### src/rtl/pe_group_mac.sv
// pe_group_mac: TAPS-lane signed MAC with multi-beat group accumulation,
// shift/saturate/ReLU requantisation and a valid/ready result port.
module pe_group_mac #(
    parameter int TAPS  = 5,
    parameter int DW    = 8,
    parameter int OW    = 11,
    parameter int ACC_W = 24
) (
    input  logic                 clk,
    input  logic                 rst,
    input  logic                 clear,
    input  logic                 in_valid,
    output logic                 in_ready,
    input  logic                 in_last,
    input  logic [TAPS*DW-1:0]   ifmap,
    input  logic [TAPS*DW-1:0]   weight,
    input  logic [4:0]           shift,
    input  logic                 relu_en,
    output logic                 out_valid,
    input  logic                 out_ready,
    output logic [OW-1:0]        out_data,
    output logic                 idle,
    output logic                 done
);

    localparam int SW = 2 * DW + $clog2(TAPS);

    localparam logic signed [ACC_W-1:0] OMAX =
        {{(ACC_W - OW + 1){1'b0}}, {(OW - 1){1'b1}}};
    localparam logic signed [ACC_W-1:0] OMIN = ~OMAX;

    logic                    en;
    logic                    load;

    logic                    v1;
    logic                    last1;
    logic                    relu1;
    logic [4:0]              sh1;
    logic signed [2*DW-1:0]  prod1 [TAPS];

    logic                    v2;
    logic                    last2;
    logic                    relu2;
    logic [4:0]              sh2;
    logic signed [SW-1:0]    sum2;
    logic signed [SW-1:0]    sum_c;

    logic signed [ACC_W-1:0] acc;
    logic signed [ACC_W-1:0] tot;
    logic signed [ACC_W-1:0] shr;
    logic [OW-1:0]           res;

    logic                    nv1;
    logic                    nv2;
    logic                    nov;
    logic                    idle_nxt;

    assign en       = !out_valid || out_ready;
    assign in_ready = en;
    assign load     = en && v2 && last2;
    assign idle     = !(v1 || v2 || out_valid);

    always_comb begin
        sum_c = '0;
        for (int i = 0; i < TAPS; i++) begin
            sum_c = sum_c + SW'(prod1[i]);
        end
    end

    assign tot = acc + ACC_W'(sum2);
    assign shr = tot >>> sh2;

    always_comb begin
        if (shr > OMAX) begin
            res = OMAX[OW-1:0];
        end else if (shr < OMIN) begin
            res = OMIN[OW-1:0];
        end else begin
            res = shr[OW-1:0];
        end
        if (relu2 && shr[ACC_W-1]) begin
            res = '0;
        end
    end

    // Look-ahead of idle so done lands in the first idle cycle.
    always_comb begin
        nv1      = en ? in_valid : v1;
        nv2      = en ? v1 : v2;
        nov      = load || (out_valid && !out_ready);
        idle_nxt = !(nv1 || nv2 || nov);
    end

    always_ff @(posedge clk or negedge rst) begin
        if (!rst) begin
            v1    <= 1'b0;
            last1 <= 1'b0;
            relu1 <= 1'b0;
            sh1   <= '0;
            for (int i = 0; i < TAPS; i++) begin
                prod1[i] <= '0;
            end
        end else if (clear) begin
            v1 <= 1'b0;
        end else if (en) begin
            v1    <= in_valid;
            last1 <= in_last;
            relu1 <= relu_en;
            sh1   <= shift;
            for (int i = 0; i < TAPS; i++) begin
                prod1[i] <= $signed(ifmap[i*DW +: DW])
                          * $signed(weight[i*DW +: DW]);
            end
        end
    end

    always_ff @(posedge clk or negedge rst) begin
        if (!rst) begin
            v2    <= 1'b0;
            last2 <= 1'b0;
            relu2 <= 1'b0;
            sh2   <= '0;
            sum2  <= '0;
        end else if (clear) begin
            v2 <= 1'b0;
        end else if (en) begin
            v2    <= v1;
            last2 <= last1;
            relu2 <= relu1;
            sh2   <= sh1;
            sum2  <= sum_c;
        end
    end

    always_ff @(posedge clk or negedge rst) begin
        if (!rst) begin
            acc       <= '0;
            out_valid <= 1'b0;
            out_data  <= '0;
            done      <= 1'b0;
        end else if (clear) begin
            acc       <= '0;
            out_valid <= 1'b0;
            out_data  <= '0;
            done      <= 1'b0;
        end else begin
            done <= !idle && idle_nxt;
            if (en && v2) begin
                acc <= last2 ? '0 : tot;
            end
            if (load) begin
                out_data  <= res;
                out_valid <= 1'b1;
            end else if (out_ready) begin
                out_valid <= 1'b0;
            end
        end
    end

endmodule

### config.mk
export PLATFORM = sky130hd
export DESIGN_NAME = pe_group_mac
export DESIGN_NICKNAME = d
export VERILOG_FILES = /design/src/rtl/pe_group_mac.sv
export SDC_FILE = /design/constraint.sdc
export NUM_CORES = 1
export LEC_CHECK = 0
export ABC_CLOCK_PERIOD_IN_PS = 7760
export BUFFER_PORTS_ARGS = -buffer_cell sky130_fd_sc_hd__buf_2
export CORE_MARGIN = 2
export CORE_UTILIZATION = 62
export DETAILED_ROUTE_END_ITERATION = 12
export PLACE_DENSITY_LB_ADDON = 0.15
export RECOVER_POWER = 50
export SETUP_SLACK_MARGIN = 0.15
export SYNTH_ARGS = -nofsm -noshare
export SYNTH_HDL_FRONTEND = slang
export SYNTH_SLANG_ARGS = --single-unit
### constraint.sdc
create_clock -name clk -period 7.76 [get_ports clk]
set_input_delay 0.388 -clock clk [delete_from_list [all_inputs] [get_ports clk]]
set_output_delay 0.388 -clock clk [all_outputs]
set_load 0.02 [all_outputs]
==> results.json <==
{
  "most_used_flip_flop_cell_after_synthesis": "dfrtp_1",
  "min_period_over_period_pct": 64.9,
  "crit_slowest_cell": "clkbuf_1",
  "synth_sequential_area_ratio_pct": 17.3,
  "cellLeakagePower_nw": 11.5,
  "worstPathBufferInverterCount": 2,
  "post_synth_main_area_contributors": "fa_1 (30%), dfrtp_1 (17%), ha_1 (11%)",
  "seqPwrFrac_pct": 13.3,
  "cts_buffers": 17,
  "setup_tns_ns": 0,
  "post_cts_buffers": 0,
  "design.die.area_um2": 37100,
  "status": "finished with violations",
  "totalPowerFinal_mw": 10.4,
  "antennaDiodeCount": 0,
  "r2r_cells": 20,
  "path_clk_slew_ns": 0.08,
  "timing.clock.skew_ns": 0.0143,
  "hpwl_after_detailed_placement_um": 39700,
  "highest_fanout_seen_on_the_critical_path": 78,
  "crit_path_start_kind": "input port",
  "finalHoldViolCount": 0,
  "die_width_um": 193,
  "critical_path.cell_chain": "clkbuf_1, clkbuf_2",
  "fmax_mhz": 198,
  "regToRegStartpoint": "prod1[1]",
  "vias_per_cell": 5.64,
  "critical_path_class": "in -> async",
  "min_from": "shift[4]",
  "synth_cell_type_count": 82,
  "first_global_vias": 17000,
  "fillCellCount": 2921,
  "cts_tree": "yes",
  "p_sw_share_pct": 51.1,
  "crit_path_end_kind": "async pin",
  "dr_total_vias": 16500,
  "r2r-end": "sum2[15]",
  "synth_top_area_cell": "fa_1",
  "remaining_drc_errors": 0,
  "die_y_um": 193,
  "post-synth-top-count-cell": "inv_1",
  "final_layout_size_suffix_gt1_share_pct": 6.88,
  "globalRoute.totalOverflow": 0,
  "top_level_ports": 107,
  "intPower_mw": 5.09,
  "maxSlewViolCount": 182,
  "hold_class": "in -> reg",
  "worst_pin_slew_ns": 4.41,
  "syn-num-nets": 3000,
  "coreArea_um2": 35300,
  "p_comb_share_pct": 78.5,
  "synth_edf_count": 0,
  "drt-total-wl_um": 48700,
  "post_synth_instance_area_um2": 22000,
  "deepest_level_of_the_cts_h_tree": 4,
  "power.density_cell_area_nw_per_um2": 443,
  "worstPathRequired_ns": 7.93,
  "vdd_ir_drop_max_uv": 620,
  "cts.path.max_buffers": 2,
  "postCtsHoldBufs": 0,
  "first_pass_grt_wire_length_um": 83000,
  "drt_first_iter_violations": 1078,
  "design.final.nets": 3063,
  "failed_checks": "max-capacitance violations, max-slew violations",
  "port_buffer_cells": 106,
  "clkSinkCount": 152,
  "grt_start_max_net_pins": 135,
  "dp_cells": 2900,
  "post_cts_resized": 0,
  "min_period_ns": 5.04,
  "critical_path.top_delay_family": "buffers and inverters",
  "max_slew_headroom_at_the_worst_pin_pct": -194,
  "synthTopCellsByCount": "inv_1 (377), nand2_1 (340), fa_1 (326), and2_1 (190), ha_1 (187)",
  "antenna_found_initial": 0,
  "antenna_left": 0,
  "timing.hold.worst_endpoint": "sh1[4]",
  "initial_core_utilization_pct": 62.4,
  "synthesis.instances": 2395,
  "clock_latency_on_the_worst_skew_pair_ns": 0.44,
  "r2r_setup_slack_ns": 2.92,
  "rsz_0062_raised_after_global_routing": "no",
  "yosys_warnings": 0,
  "yosys_register_bits": 152,
  "syn_avg_cell_area_um2": 9.20,
  "max-cap-violations": 3,
  "synthDominantCellAreaShare_pct": 29.6,
  "power.switching_mw": 5.33,
  "crit_path_max_incr_delay_ns": 2.97,
  "cp.arrival_ns": 5.21,
  "std_cell_rows": 69,
  "clkPwrFrac_pct": 8.2,
  "instances_no_fill": 2932,
  "area_growth_pct": 6.67,
  "async_reset_ff_share_pct": 100,
  "place.gp.congestion": 0.930,
  "setup-violations-final": 0,
  "min_delay_path_depth": 3,
  "cts_root_buffer": "clkbuf_16",
  "grt_use_total_pct": 28.1,
  "dr_pass1_iterations": 6,
  "routed_length_per_instance_um": 16.6
}
[logic make-up (layout without fill, tap and decap cells)]
| logic type | Yosys count | in the layout | synth area share (%) |
|---|---|---|---|
| DFF | 152 | 152 | 17.3 |
| AOI/OAI and AO/OA | 419 | 419 | 12.4 |
| muxes | 37 | 37 | 2.21 |
| xor gates and xnor gates | 112 | 112 | 4.45 |
| and+or+nand+nor | 713 | 713 | 15.7 |
| adders and majority gates | 513 | 513 | 40.2 |
| buffers and inverters | 449 | 525 | 7.76 |
[tightest hold or removal path, cell delays in order]
cell and delay (ns):
buf_2 0.08, nand2_1 0.04, nand2_1 0.05
[layout by cell type, fill, tap and decap left out, drive strengths merged, types with 9 or more instances in the layout]
cell type | netlist | routed
inv | 377 | 388
nand2 | 340 | 340
fa | 326 | 326
and2 | 190 | 190
ha | 187 | 187
dfrtp | 152 | 152
o21ai | 145 | 145
buf | 15 | 100
a21oi | 98 | 98
xnor2 | 79 | 79
nor2 | 54 | 54
nand2b | 44 | 44
xor2 | 33 | 33
clkbuf | 56 | 32
mux2i | 25 | 25
nor3 | 24 | 24
a21o | 23 | 23
a22o | 21 | 21
nand3 | 19 | 19
o21bai | 19 | 19
a211oi | 18 | 18
o211ai | 14 | 14
o31ai | 9 | 9
a2bb2oi | 9 | 9
[state kept, by name (all words and copies together) (netlist names), 5 cells and up]
| name | cells |
|---|---|
| out_data | 11 |
| prod1 | 80 |
| sum2 | 19 |
| sh2 | 5 |
| acc | 24 |
| sh1 | 5 |
[power by group through the flow]
| stage | Clock, mW | Sequential, mW | Combinational [mW] |
|---|---|---|---|
| floorplan | 0 | 1.26 | 6.41 |
| global placement | 0 | 1.39 | 7.83 |
| detailed placement | 0 | 1.40 | 8.11 |
| CTS | 0.860 | 1.38 | 8.18 |
| global route | 0.895 | 1.41 | 9.33 |
| finish | 0.855 | 1.38 | 8.18 |
[metal layers]
metal  wire [um]  global-route usage, %  vias up  part of all wire, %
met5           0                      0        -                    0
met3        1890                   2.87       68                  3.9
met2       24100                   47.8      373                   50
met1       21500                   38.7     8276                   44
met4        1150                   7.52        0                  2.4
li1            -                      -     7823                    -
[metrics by stage]
stage          area [um^2]  setup WS, ns  hold slack, ns  util, %
6_report             23500          2.72           0.139     66.6
5_1_grt              23500          1.62           0.141     66.6
4_1_cts              23500          2.99          0.0235     66.6
3_5_place_dp         22900          2.91           0.463     65.0
3_3_place_gp         22900          2.91           0.449     65.0
2_1_floorplan        22000          3.26          0.0924        -
[worst max path at each step]
stage,from,end,cells after the start
finish,rst,sum2[13],2
global route,rst,sum2[12],2
CTS,prod1[1],sum2[15],20
detailed placement,ifmap[14],prod1[63],21
global placement,ifmap[6],prod1[78],22
floorplan,weight[22],prod1[46],19
[final cells by class]
| class | instances | area, um^2 | share of cell area, % |
|---|---|---|---|
| clock buffers | 17 | 425 | 1.81 |
| flip-flops and latches | 152 | 3800 | 16.2 |
| clock inverters | 15 | 168 | 0.713 |
| inverters | 378 | 1420 | 6.04 |
| repair buffers | 115 | 578 | 2.46 |
| well taps | 461 | 577 | 2.45 |
| multi-input cells | 1794 | 16500 | 70.3 |
Note: power is estimated with default switching activity, not from simulation.
